File: config.mk
export PLATFORM = sky130hd
export DESIGN_NAME = sigma_delta_dac_flat
export DESIGN_NICKNAME = d
export VERILOG_FILES = /design/src/rtl/sigma_delta_pkg.sv /design/src/rtl/sigma_delta_dac_if.sv /design/src/rtl/sdm_lfsr16.sv /design/src/rtl/sigma_delta_dac.sv /design/src/flat_wrapper.sv
export SDC_FILE = /design/constraint.sdc
export NUM_CORES = 1
export LEC_CHECK = 0
export ABC_CLOCK_PERIOD_IN_PS = 2500
export BUFFER_PORTS_ARGS = -buffer_cell sky130_fd_sc_hd__buf_2
export CAP_MARGIN = 25
export CELL_PAD_IN_SITES_DETAIL_PLACEMENT = 1
export CELL_PAD_IN_SITES_GLOBAL_PLACEMENT = 2
export CORE_MARGIN = 3
export CORE_UTILIZATION = 35
export DETAILED_ROUTE_END_ITERATION = 10
export GPL_TIMING_DRIVEN = 0
export PLACE_DENSITY_LB_ADDON = 0.1
export SLEW_MARGIN = 20
export SYNTH_ARGS = -nofsm -noshare
export SYNTH_HDL_FRONTEND = slang
export SYNTH_SLANG_ARGS = --single-unit
File: constraint.sdc
create_clock -name clk -period 2.5 [get_ports clk]
set_input_delay 0.25 -clock clk [delete_from_list [all_inputs] [get_ports clk]]
set_output_delay 0.25 -clock clk [all_outputs]
set_load 0.05 [all_outputs]
File: src/rtl/sigma_delta_pkg.sv
`default_nettype none
// ============================================================================
//  Module      : sigma_delta_pkg
//  Description : Shared constants and helpers for the sigma-delta DAC:
//                integrator width offset, saturation helpers, and the dither
//                LFSR seed / Galois tap mask.
//  Revision    : 1.0 - initial release
// ============================================================================
package sigma_delta_pkg;

  // Second-order integrators carry this many guard bits above the sample width.
  localparam int c_int_ofs = 4;

  // Galois LFSR for dither, taps 16,14,13,11 in right-shift form.
  localparam logic [15:0] c_lfsr_seed = 16'hACE1;
  localparam logic [15:0] c_lfsr_taps = 16'hB400;

  // Clamp x to the w-bit two's-complement range.
  function automatic logic signed [31:0] sat_signed(input logic signed [31:0] x,
                                                    input int w);
    logic signed [31:0] lim_hi;
    logic signed [31:0] lim_lo;
    lim_hi = (32'sd1 <<< (w - 1)) - 32'sd1;
    lim_lo = -(32'sd1 <<< (w - 1));
    if (x > lim_hi)      return lim_hi;
    else if (x < lim_lo) return lim_lo;
    else                 return x;
  endfunction

  // Clamp x to the w-bit unsigned range 0 .. 2^w-1.
  function automatic logic [31:0] sat_unsigned(input logic signed [31:0] x,
                                               input int w);
    logic signed [31:0] lim_hi;
    lim_hi = (32'sd1 <<< w) - 32'sd1;
    if (x < 32'sd0)      return 32'd0;
    else if (x > lim_hi) return 32'(lim_hi);
    else                 return 32'(x);
  endfunction

endpackage
`default_nettype wire

File: src/rtl/sigma_delta_dac_if.sv
`default_nettype none
// ============================================================================
//  Module      : sigma_delta_dac_if
//  Description : Sample/control and output bundle of one DAC channel.
//                master : sample source (drives enable, signed_in, d, d_stb)
//                slave  : the DAC (drives q, tick)
//  Parameters  : signalwidth - sample width, must match the DAC instance
//  Revision    : 1.0 - initial release
// ============================================================================
interface sigma_delta_dac_if #(
  parameter int signalwidth = 16
);
  logic                   enable;
  logic                   signed_in;
  logic [signalwidth-1:0] d;
  logic                   d_stb;
  logic                   q;
  logic                   tick;

  modport master (output enable, output signed_in, output d, output d_stb,
                  input  q, input tick);
  modport slave  (input  enable, input signed_in, input d, input d_stb,
                  output q, output tick);
endinterface
`default_nettype wire

File: src/rtl/sdm_lfsr16.sv
`default_nettype none
// ============================================================================
//  Module      : sdm_lfsr16
//  Description : 16-bit Galois LFSR dither source; steps once per advance.
//                Only present when SIGMA_DELTA_DAC_DITHER_EN is defined.
//  Ports       : clk, reset_n (async, active-low), advance (step enable),
//                lfsr (current state)
//  Revision    : 1.0 - initial release
// ============================================================================
`ifdef SIGMA_DELTA_DAC_DITHER_EN
module sdm_lfsr16
  import sigma_delta_pkg::*;
(
  input  logic        clk,
  input  logic        reset_n,
  input  logic        advance,
  output logic [15:0] lfsr
);
  logic [15:0] r_lfsr;

  always_ff @(posedge clk or negedge reset_n) begin
    if (!reset_n)     r_lfsr <= c_lfsr_seed;
    else if (advance) r_lfsr <= (r_lfsr >> 1) ^ (r_lfsr[0] ? c_lfsr_taps : 16'h0000);
  end

  assign lfsr = r_lfsr;
endmodule
`endif
`default_nettype wire

File: src/rtl/sigma_delta_dac.sv
`default_nettype none
// ============================================================================
//  Module      : sigma_delta_dac
//  Description : First/second-order sigma-delta DAC producing a 1-bit
//                pulse-density stream from a W-bit sample, updated every
//                clkdiv enabled clk cycles.
//  Parameters  : signalwidth (4..24), order (1|2), clkdiv (1..65535)
//  Ports       : clk, reset_n (async, active-low)
//                bus.slave: enable, signed_in, d, d_stb in; q, tick out
//  Macro       : SIGMA_DELTA_DAC_DITHER_EN adds LFSR dither to the modulator
//  Revision    : 1.0 - initial release
// ============================================================================
module sigma_delta_dac
  import sigma_delta_pkg::*;
#(
  parameter int signalwidth = 16,
  parameter int order       = 1,
  parameter int clkdiv      = 1
) (
  input  logic              clk,
  input  logic              reset_n,
  sigma_delta_dac_if.slave  bus
);
  localparam int          c_w        = signalwidth;
  localparam int          c_iw       = signalwidth + c_int_ofs;
  localparam logic [15:0] c_div_last = 16'(clkdiv - 1);

  logic [c_w-1:0] r_samp;
  logic [15:0]    r_divcnt;
  logic           r_tick;
  logic           w_update;
  logic           w_q;

  // Sample capture is independent of enable and of the update cadence.
  // Signed input is mapped to offset binary by flipping the sign bit.
  always_ff @(posedge clk or negedge reset_n) begin
    if (!reset_n)       r_samp <= '0;
    else if (bus.d_stb) r_samp <= bus.signed_in ? {~bus.d[c_w-1], bus.d[c_w-2:0]} : bus.d;
  end

  assign w_update = bus.enable && (r_divcnt == c_div_last);

  always_ff @(posedge clk or negedge reset_n) begin
    if (!reset_n) begin
      r_divcnt <= '0;
      r_tick   <= 1'b0;
    end else begin
      r_tick <= w_update;
      if (bus.enable) r_divcnt <= w_update ? 16'd0 : r_divcnt + 16'd1;
    end
  end

`ifdef SIGMA_DELTA_DAC_DITHER_EN
  logic [15:0]       w_lfsr;
  logic signed [1:0] w_dither;

  sdm_lfsr16 u_lfsr (
    .clk     (clk),
    .reset_n (reset_n),
    .advance (w_update),
    .lfsr    (w_lfsr)
  );
  assign w_dither = $signed(w_lfsr[1:0]);
`endif

  if (signalwidth < 4 || signalwidth > 24) begin : g_bad_width
    $error("sigma_delta_dac: signalwidth must be 4..24");
  end
  if (clkdiv < 1 || clkdiv > 65535) begin : g_bad_div
    $error("sigma_delta_dac: clkdiv must be 1..65535");
  end

  if (order == 1) begin : g_order1
    logic [c_w:0]   r_acc;
    logic [c_w:0]   w_sum;
    logic [c_w-1:0] w_u_eff;

`ifdef SIGMA_DELTA_DAC_DITHER_EN
    assign w_u_eff = c_w'(sat_unsigned(32'(signed'({1'b0, r_samp})) + 32'(w_dither), c_w));
`else
    assign w_u_eff = r_samp;
`endif

    // The previous carry is dropped; the new carry is the output bit, so
    // the top bit of the accumulator doubles as the registered q.
    assign w_sum = {1'b0, r_acc[c_w-1:0]} + {1'b0, w_u_eff};

    always_ff @(posedge clk or negedge reset_n) begin
      if (!reset_n)      r_acc <= '0;
      else if (w_update) r_acc <= w_sum;
    end

    assign w_q = r_acc[c_w];
  end else if (order == 2) begin : g_order2
    localparam logic signed [c_w:0] c_half = {2'b01, {(c_w-1){1'b0}}};

    logic signed [c_iw-1:0] r_i1;
    logic signed [c_iw-1:0] r_i2;
    logic                   r_q;
    logic signed [c_w:0]    w_xs;
    logic signed [c_w:0]    w_xs_d;
    logic signed [c_w:0]    w_fb;
    logic signed [31:0]     w_i1_sum;
    logic signed [31:0]     w_i2_sum;
    logic signed [c_iw-1:0] w_i1_new;
    logic signed [c_iw-1:0] w_i2_new;

    assign w_xs = $signed({1'b0, r_samp}) - c_half;
`ifdef SIGMA_DELTA_DAC_DITHER_EN
    assign w_xs_d = w_xs + (c_w+1)'(w_dither);
`else
    assign w_xs_d = w_xs;
`endif
    assign w_fb = r_q ? c_half : -c_half;

    // Sums are formed at 32 bits so the clamp sees the true value.
    assign w_i1_sum = 32'(r_i1) + 32'(w_xs_d) - 32'(w_fb);
    assign w_i1_new = c_iw'(sat_signed(w_i1_sum, c_iw));
    assign w_i2_sum = 32'(r_i2) + 32'(w_i1_new) - 32'(w_fb);
    assign w_i2_new = c_iw'(sat_signed(w_i2_sum, c_iw));

    always_ff @(posedge clk or negedge reset_n) begin
      if (!reset_n) begin
        r_i1 <= '0;
        r_i2 <= '0;
        r_q  <= 1'b0;
      end else if (w_update) begin
        r_i1 <= w_i1_new;
        r_i2 <= w_i2_new;
        r_q  <= ~w_i2_new[c_iw-1];
      end
    end

    assign w_q = r_q;
  end else begin : g_bad_order
    $error("sigma_delta_dac: order must be 1 or 2");
  end

  assign bus.q    = w_q;
  assign bus.tick = r_tick;

endmodule
`default_nettype wire

File: src/flat_wrapper.sv
// flat-port wrapper written by rule: the top's interface ports become plain ports
module sigma_delta_dac_flat import sigma_delta_pkg::*;
#(
  parameter int signalwidth = 16,
  parameter int order       = 1,
  parameter int clkdiv      = 1
)
  (clk, reset_n, bus_enable, bus_signed_in, bus_d, bus_d_stb, bus_q, bus_tick);
  sigma_delta_dac_if #(.signalwidth(signalwidth)) bus_i ();
  input  logic clk;
  input  logic reset_n;
  input wire logic [$bits(bus_i.enable)-1:0] bus_enable;
  input wire logic [$bits(bus_i.signed_in)-1:0] bus_signed_in;
  input wire logic [$bits(bus_i.d)-1:0] bus_d;
  input wire logic [$bits(bus_i.d_stb)-1:0] bus_d_stb;
  output wire logic [$bits(bus_i.q)-1:0] bus_q;
  output wire logic [$bits(bus_i.tick)-1:0] bus_tick;
  assign bus_i.enable = bus_enable;
  assign bus_i.signed_in = bus_signed_in;
  assign bus_i.d = bus_d;
  assign bus_i.d_stb = bus_d_stb;
  assign bus_q = bus_i.q;
  assign bus_tick = bus_i.tick;
  sigma_delta_dac #(.signalwidth(signalwidth), .order(order), .clkdiv(clkdiv)) u_core (.clk(clk), .reset_n(reset_n), .bus(bus_i));
endmodule
==> results.md, run 1 <==
- Final period utilization: 0.926
- Maximum achievable frequency: 432 MHz
- Flop2flop setup slack: around 190 ps
- Setup violation total in the final timing report: 0
- Setup repair after global routing missed its margin: no
- Share of synthesized area occupied by flip-flops and latches: 0.448
- Source-to-sink clock delay at the later pin of the worst-skew pair: ~310 ps
- Iteration-0 DRC Markers: 68
- Mean instance size in the synthesized netlist: 10.6 sq um
- Number of rows in the core area: 31
- Most used flip-flop cell after synthesis: sky130_fd_sc_hd__dfrtp_1
- DRC violations left: 0
- Synthesized area: approximately 2800 sq um
- Final hold vios: 0
- Post-CTS setup buffers: 0
- Core Util, Final: 0.419
- Clk slew on worst S/H paths: ~100 ps
- Clock period minus final worst setup slack: 2310 ps
- Number of sinks handled by clock tree synthesis: 50
- HPWL after detailed placement: between 4 and 5 mm
- Final instance area: 3140 sq um
- Critical path endpoint category: flip-flop
- Max_slew headroom: 0.537
- CTS Buffer Depth: 2
- Multiplexer share of the synthesized area: 0.0721
- Sw Pwr: roughly 0.0013 W
- Crit path max fanout: 3
- Transition time at the pin with the least slew margin: 695 ps
- Portion of total power attributed to the clock network: 0.160
- Total Negative Setup Slacks: 0 ps
- Leakage: ~1.4 nW
- Vias in the first global route: 2090
- Residual overflow from global routing: 0
- Maximum clock skew at final layout: about 6.4 ps
- CORE AREA: 7490 sq um
- Gp weighted congestion: 0.766
- Area fraction in and, or, nand and nor cells after synthesis: 0.161
- Fraction of synthesized cell area in xor and xnor cells: 0.0752
- Area of the die: about 9100 sq um
- Worst min-delay path class: in -> reg
- Number of ports placed on the die boundary: 23
- Share of final-layout standard cells stronger than drive strength 1: 0.214
- Number of H-tree levels: 2
- Number of maximum-capacitance violations: 0
- Overall routed net length: 6.00 mm
- Antenna Diode Count: 0
- Synthesized instance count: around 260
- Maximum VDD drop: about 350 uV
- Combinational group share of total power: 0.482
- Starting utilization of the core area: 0.373
- Largest net degree at the start of global routing: approximately 50
- Setup CP Type: reg -> reg
- Status: completed
- Die span in x: around 95 um
- Fraction of power consumed by sequential logic: 0.358
- CP Data Required Time: 2750 ps
- Post-detailed-placement cell area: roughly 3000 sq um
- Worst path arrival time: around 2600 ps
- Synth async-reset ratio: 1.00
- Largest family of logic cells by synthesized area: simple AND/OR/NAND/NOR gates
- Layout net count: 333
- Final Slew Violations: 0
- Vertical die dimension: 95.4 um
- GRT Total Usage: 0.147
- Synth Net Count: just over 300
- Count of flip-flops with a built-in enable after synthesis: 0
- Cell Int Power: 0.00189 W
- Number of buffers created by CTS: 5
- Initial antenna violation count: 0
- Routed via count: around 2000
- Share of total power consumed by net switching: 0.411
- Global-route wire length before repair: 10.2 mm
- Fraction of the mapped netlist area in compound gates: 0.135
- Synthesis-to-layout area growth: 12.3%
- PortBufs: 21
- Total Power: ~0.0032 W
- Antenna-violating nets left: 0
- Element type at the critical path start: flip-flop
- Pwr Density: roughly 1000 nW/um^2
- Arithmetic-cell share of the synthesized area counting full adders, half adders and majority gates: 0.0877
- Register bit count reported by yosys: 50
- Cell at the root of the clock tree: sky130_fd_sc_hd__clkbuf_8
- Count of different cell masters after synthesis: 44
- Detail-routed net length per standard cell: 15.3 um
- Count of yosys warnings during synthesis: 0
- Detailed Routing Iterations Pass 1: 4
- CTS tree: yes
- Vias per Instance: just over 5
final cells by class:
cell class                 count  area (sq um)
timing repair buffer          22           118
clock buffer                   6          82.6
fill                         843          4350
clock inverter                 2          12.5
tap                           99           124
sequential                    50          1250
buffer                         7          28.8
multi-input combinational    199          1490
inverter                       8          30.0
Yosys cell counts (3+ instances only):
library cell	instances	area [sq um]
sky130_fd_sc_hd__a211oi_1	3	22.5
sky130_fd_sc_hd__nand4_1	7	43.8
sky130_fd_sc_hd__a21oi_2	3	26.3
sky130_fd_sc_hd__buf_1	3	11.3
sky130_fd_sc_hd__xnor2_1	16	140
sky130_fd_sc_hd__o21ai_0	4	20.0
sky130_fd_sc_hd__nand3_1	10	50.1
sky130_fd_sc_hd__nor2_1	14	52.6
sky130_fd_sc_hd__and3_1	7	43.8
sky130_fd_sc_hd__nor4_2	3	37.5
sky130_fd_sc_hd__mux2_2	16	180
sky130_fd_sc_hd__o21ai_1	16	80.1
sky130_fd_sc_hd__nand2_1	32	120
sky130_fd_sc_hd__dfrtp_1	50	1250
sky130_fd_sc_hd__inv_1	8	30.0
sky130_fd_sc_hd__a21oi_1	9	45.0
sky130_fd_sc_hd__xor2_1	8	70.1
sky130_fd_sc_hd__nor2b_1	3	18.8
sky130_fd_sc_hd__ha_1	18	225
sky130_fd_sc_hd__nor3_1	3	15.0
power by group through the flow:
stage	Combinational [W]	Sequential [W]	Clock (W)
2_1_floorplan	0.00119	0.00117	0
3_5_place_dp	0.00154	0.00117	0
5_1_grt	0.00174	0.00117	0.000584
4_1_cts	0.00155	0.00115	0.000544
6_report	0.00154	0.00115	0.000510
3_3_place_gp	0.00152	0.00115	0
critical path: stages (launching register included):
cell                       delay [ps]
sky130_fd_sc_hd__dfrtp_1          420
sky130_fd_sc_hd__ha_1             260
sky130_fd_sc_hd__fa_2             390
sky130_fd_sc_hd__a211oi_2         270
sky130_fd_sc_hd__o21ai_1          170
sky130_fd_sc_hd__nand3_1          160
sky130_fd_sc_hd__o22ai_1          150
sky130_fd_sc_hd__or3_1            370
sky130_fd_sc_hd__nand3_1           80
registers in the layout, summed over array words and instances, names as in the netlist:
| register | flops |
|---|---|
| u_core.g_order1.r_acc | 17 |
| u_core.g_order1.w_u_eff | 16 |
| u_core.r_divcnt | 16 |
| u_core.bus.tick | 1 |
per-layer routing:
metal  wire, um  up-vias  track usage
li1           -     1000            -
met5          0        -            0
met1       2940     1000        0.195
met2       2830       16        0.240
met3        140        7       0.0260
met4         90        0       0.0541
cell usage in the layout, fill, tap and decap left out, types with 7 or more instances in the layout:
cell / count
sky130_fd_sc_hd__and3_1: 7
sky130_fd_sc_hd__inv_1: 8
sky130_fd_sc_hd__a21oi_1: 9
sky130_fd_sc_hd__dfrtp_1: 50
sky130_fd_sc_hd__o21ai_1: 16
sky130_fd_sc_hd__buf_2: 22
sky130_fd_sc_hd__nand3_1: 10
sky130_fd_sc_hd__ha_1: 18
sky130_fd_sc_hd__nor2_1: 14
sky130_fd_sc_hd__nand2_1: 32
sky130_fd_sc_hd__mux2_2: 16
sky130_fd_sc_hd__nand4_1: 7
sky130_fd_sc_hd__xor2_1: 8
sky130_fd_sc_hd__xnor2_1: 16
timing repair:
action                                 4_1_cts  5_1_grt
endpoints found under the hold margin       48        0
hold buffers                                 1        0
gates resized for setup                      0        2
setup endpoints to repair                    0        3
through the flow:
step / cells / setup WS (ps) / hold slack, ps
global placement: 384 / 72.4 / 459
CTS: 393 / 28.8 / 153
finish: 393 / 186 / 162
global route: 393 / 66.7 / 150
detailed placement: 384 / 58.7 / 334
floorplan: 264 / 374 / -45.6
cell families (layout without fill, tap and decap cells):
family          Yosys count  in the layout
flops                    50             50
simple gates             85             85
buf+inv                  15             45
xor+xnor                 24             24
compound gates           53             53
mux                      18             18
fa+ha+maj                19             19
worst paths after layout:
path	from	endpoint	depth (start not counted)
min in group asynchronous	reset_n	u_core.g_order1.w_u_eff[8]$_DFFE_PN0P_	2
max in group asynchronous	reset_n	u_core.r_divcnt[13]$_DFFE_PN0P_	2
setup reg to reg	u_core.g_order1.w_u_eff[0]$_DFFE_PN0P_	u_core.g_order1.r_acc[14]$_DFFE_PN0P_	8
setup / recovery	u_core.g_order1.w_u_eff[0]$_DFFE_PN0P_	u_core.g_order1.r_acc[14]$_DFFE_PN0P_	8
hold reg to reg	u_core.g_order1.r_acc[0]$_DFFE_PN0P_	u_core.g_order1.r_acc[0]$_DFFE_PN0P_	2
hold / removal	bus_d[3]	u_core.g_order1.w_u_eff[3]$_DFFE_PN0P_	2
No activity file was read; power rests on OpenSTA's default activity.
==> run 2, diff against run 1 <==
SYNTH_HIERARCHICAL = 1   (was not set)
==> run 2 against run 1 <==
  * Non-clock buffer count is 2 higher
  * Worst hold slack improved by 7.5 ps
  * Synthesized cell count up 5.3%
  * Highest routed layer unchanged
==> results.md, run 2 <==
- Status: completed
- Number of ports placed on the die boundary: 23
- Initial antenna violation count: 0
- Share of synthesized area occupied by flip-flops and latches: 0.444
- Crit path max fanout: 5
- Detailed Routing Iterations Pass 1: 4
- Layout net count: approximately 350
- Worst min-delay path class: in -> reg
- Overall routed net length: about 6.5 mm
- Hold WS: around 170 ps
- Routed via count: roughly 2200
- CP Data Required Time: approximately 2700 ps
- Register bit count reported by yosys: 50
- Cells on worst reg2reg path: 7
- Highest-count cells in the layout ignoring fill and taps: 50 x sky130_fd_sc_hd__dfrtp_1, 33 x sky130_fd_sc_hd__nand2_1, 20 x sky130_fd_sc_hd__buf_2
- Max incr delay on CP: 500 ps
- Starting utilization of the core area: 0.363
- Vias in the first global route: ~2300
- Final hold vios: 0
- Critical path endpoint category: flip-flop
- Area used by multi-input combinational logic: ~1500 sq um
- Detail-routed net length per standard cell: around 16 um
- Critical path origin: u_core/g_order1.r_acc[0]$_DFFE_PN0P_
- Transition time at the pin with the least slew margin: between 600 and 700 ps
- Seq. cell area: 1250 sq um
- Count of yosys warnings during synthesis: 6
- Gp weighted congestion: approximately 0.74
- Cell at the root of the clock tree: sky130_fd_sc_hd__clkbuf_8
- Critical path endpoint: u_core/g_order1.r_acc[14]$_DFFE_PN0P_
- Antenna Diode Count: 0
- Most used flip-flop cell after synthesis: sky130_fd_sc_hd__dfrtp_1
- Pwr Density: between 900 and 1000 nW/um^2
- RR Startpoint: u_core/g_order1.r_acc[0]$_DFFE_PN0P_
- Number of flip-flops under the largest register name: 17
- Worst path arrival time: 2560 ps
- Cell with the largest stage delay on the worst path: sky130_fd_sc_hd__or4_1
- Setup violation total in the final timing report: 0
- Crit path buf inv count: 0
- Number of H-tree levels: 2
- Largest cells by area after synthesis: sky130_fd_sc_hd__dfrtp_1 44%, sky130_fd_sc_hd__ha_1 8.0%, sky130_fd_sc_hd__mux2_2 6.0%
- Met2 usage in global routing: 0.287
- Met3 capacity usage during global routing: 0.0258
- Count leader, synth: sky130_fd_sc_hd__dfrtp_1
- CTS tree: yes
- PortBufs: 21
- Largest net degree at the start of global routing: between 50 and 60
- Count of different cell masters after synthesis: between 40 and 50
- Count of flip-flops with a built-in enable after synthesis: 0
- Setup CP Type: reg -> reg
- CTS Buffer Depth: 2
- Cells along the critical path: ha_1 > fa_2 > a21oi_2 > o211ai_1 > and3b_2 > or4_1 > nand3_1
- Iteration-0 DRC Markers: 57
- Number of maximum-capacitance violations: 0
- Clk slew on worst S/H paths: ~90 ps
- Die span in x: 95.8 um
- Max_slew headroom: 0.544
- Fill cells: between 900 and 1000
- Reg-to-Reg End: u_core/g_order1.r_acc[14]$_DFFE_PN0P_
- Maximum VDD drop: roughly 340 uV
- Post-synth top area cell: sky130_fd_sc_hd__dfrtp_1
- Cells after DPL: approximately 400
- GRT Total Usage: 0.160
- Number of buffers created by CTS: 5
- Non-filler instance count after layout: ~400
- Flop2flop setup slack: around 190 ps
- Maximum achievable frequency: approximately 430 MHz
- Vertical die dimension: about 96 um
- Global Route met1 Usage: 0.200
- Most common library cell in the layout ignoring fill and taps: sky130_fd_sc_hd__dfrtp_1
- Synthesized instance count: roughly 280
- Element type at the critical path start: flip-flop
- Synthesized area: ~2800 sq um
- Synth Net Count: between 300 and 400
- HPWL after detailed placement: ~4.9 mm
- Total Negative Setup Slacks: 0 ps
- Share of final-layout standard cells stronger than drive strength 1: 0.174
- Final Slew Violations: 0
- Min-delay src: bus_d[2]
- Leakage: roughly 1.4 nW
- Setup repair after global routing missed its margin: no
- Vias per Instance: around 5.3
- Total Power: roughly 0.0031 W
- Source-to-sink clock delay at the later pin of the worst-skew pair: about 300 ps
- CORE AREA: 7770 sq um
- Antenna-violating nets left: 0
- Synth async-reset ratio: 1.00
- Residual overflow from global routing: 0
- Fraction of post-synthesis cell area in the top cell type by area: 0.444
- Layer with the highest usage after global routing: met2
- Synthesis-to-layout area growth: 12.9%
- Mean instance size in the synthesized netlist: a little over 10 sq um
- Number of sinks handled by clock tree synthesis: 50
- Number of cells on the critical path: 7
- CP delay by family, top: simple AND/OR/NAND/NOR gates
- Area of the die: 9170 sq um
- Final period utilization: 0.926
- Clock period minus final worst setup slack: around 2300 ps
- Biggest register: u_core/g_order1.r_acc
- Number of rows in the core area: 32
- Global-route wire length before repair: 11.3 mm
- Maximum clock skew at final layout: between 5 and 6 ps
- DRC violations left: 0
- Most instantiated cells after synthesis: 50 x sky130_fd_sc_hd__dfrtp_1, 33 x sky130_fd_sc_hd__nand2_1, 19 x sky130_fd_sc_hd__o21ai_0
-- run 2: cell types whose count changed in the layout (fill, tap and decap cells not counted), moves of 3 or more --
cell                       delta
sky130_fd_sc_hd__a211oi_1     +4
sky130_fd_sc_hd__a21oi_1      +5
sky130_fd_sc_hd__buf_1        -3
sky130_fd_sc_hd__clkbuf_1     +5
sky130_fd_sc_hd__nor2_1       -3
sky130_fd_sc_hd__nor2b_1      -3
sky130_fd_sc_hd__nor3b_1      +5
sky130_fd_sc_hd__nor4b_1      +3
sky130_fd_sc_hd__o211ai_1     +4
sky130_fd_sc_hd__o21ai_0     +15
sky130_fd_sc_hd__o21ai_1     -16
sky130_fd_sc_hd__or4_1        +4
-- run 2: where the power goes --
group | internal (W) | switching [W]
combinational | 0.000594 | 0.000859
clock | 0.000229 | 0.000279
sequential | 0.00101 | 0.000142
total | 0.00183 | 0.00128
-- run 2: area by class of cell --
type / count / share of cell area
timing repair buffer: 24 / 0.0417
sequential: 50 / 0.393
tap: 102 / 0.0401
buffer: 7 / 0.00864
inverter: 8 / 0.00943
multi-input combinational: 213 / 0.477
clock buffer: 7 / 0.0271
clock inverter: 1 / 0.00275
-- run 2: cells by family (layout without fill, tap and decap cells) --
logic type / Yosys count / after routing / share of synthesized area
compound gates: 63 / 63 / 0.141
simple gates: 94 / 94 / 0.181
fa+ha+maj: 19 / 19 / 0.0870
mux: 15 / 15 / 0.0599
xor+xnor: 22 / 22 / 0.0683
buf+inv: 15 / 47 / 0.0200
flops: 50 / 50 / 0.444
-- run 2: through the flow --
step           setup slack (ps)  cell area (sq um)  utilization
3_3_place_gp                116               3050        0.393
3_5_place_dp               53.7               3060        0.393
2_1_floorplan               366               2820            -
6_report                    186               3180        0.410
4_1_cts                    21.5               3160        0.407
5_1_grt                    6.40               3180        0.410
-- run 2: routing by layer --
metal | part of all wire | routed length (um)
met5 | 0 | 0
met4 | 0.0098 | 64
met3 | 0.022 | 143
met2 | 0.51 | 3320
met1 | 0.46 | 3010
-- run 2: worst min-delay path by stage --
stage               cells after the start                                      to
floorplan                               0               u_core/bus.tick$_DFF_PN0_
CTS                                     2  u_core/g_order1.w_u_eff[2]$_DFFE_PN0P_
finish                                  2  u_core/g_order1.w_u_eff[2]$_DFFE_PN0P_
global placement                        2    u_core/g_order1.r_acc[0]$_DFFE_PN0P_
global route                            2  u_core/g_order1.w_u_eff[9]$_DFFE_PN0P_
detailed placement                      1  u_core/g_order1.w_u_eff[0]$_DFFE_PN0P_
-- run 2: what timing repair did --
action / 4_1_cts / 5_1_grt
setup buffers: 0 / 2
resized for setup: 0 / 5
setup endpoints to repair: 0 / 12
hold buffers: 1 / 0
endpoints found under the hold margin: 19 / 0
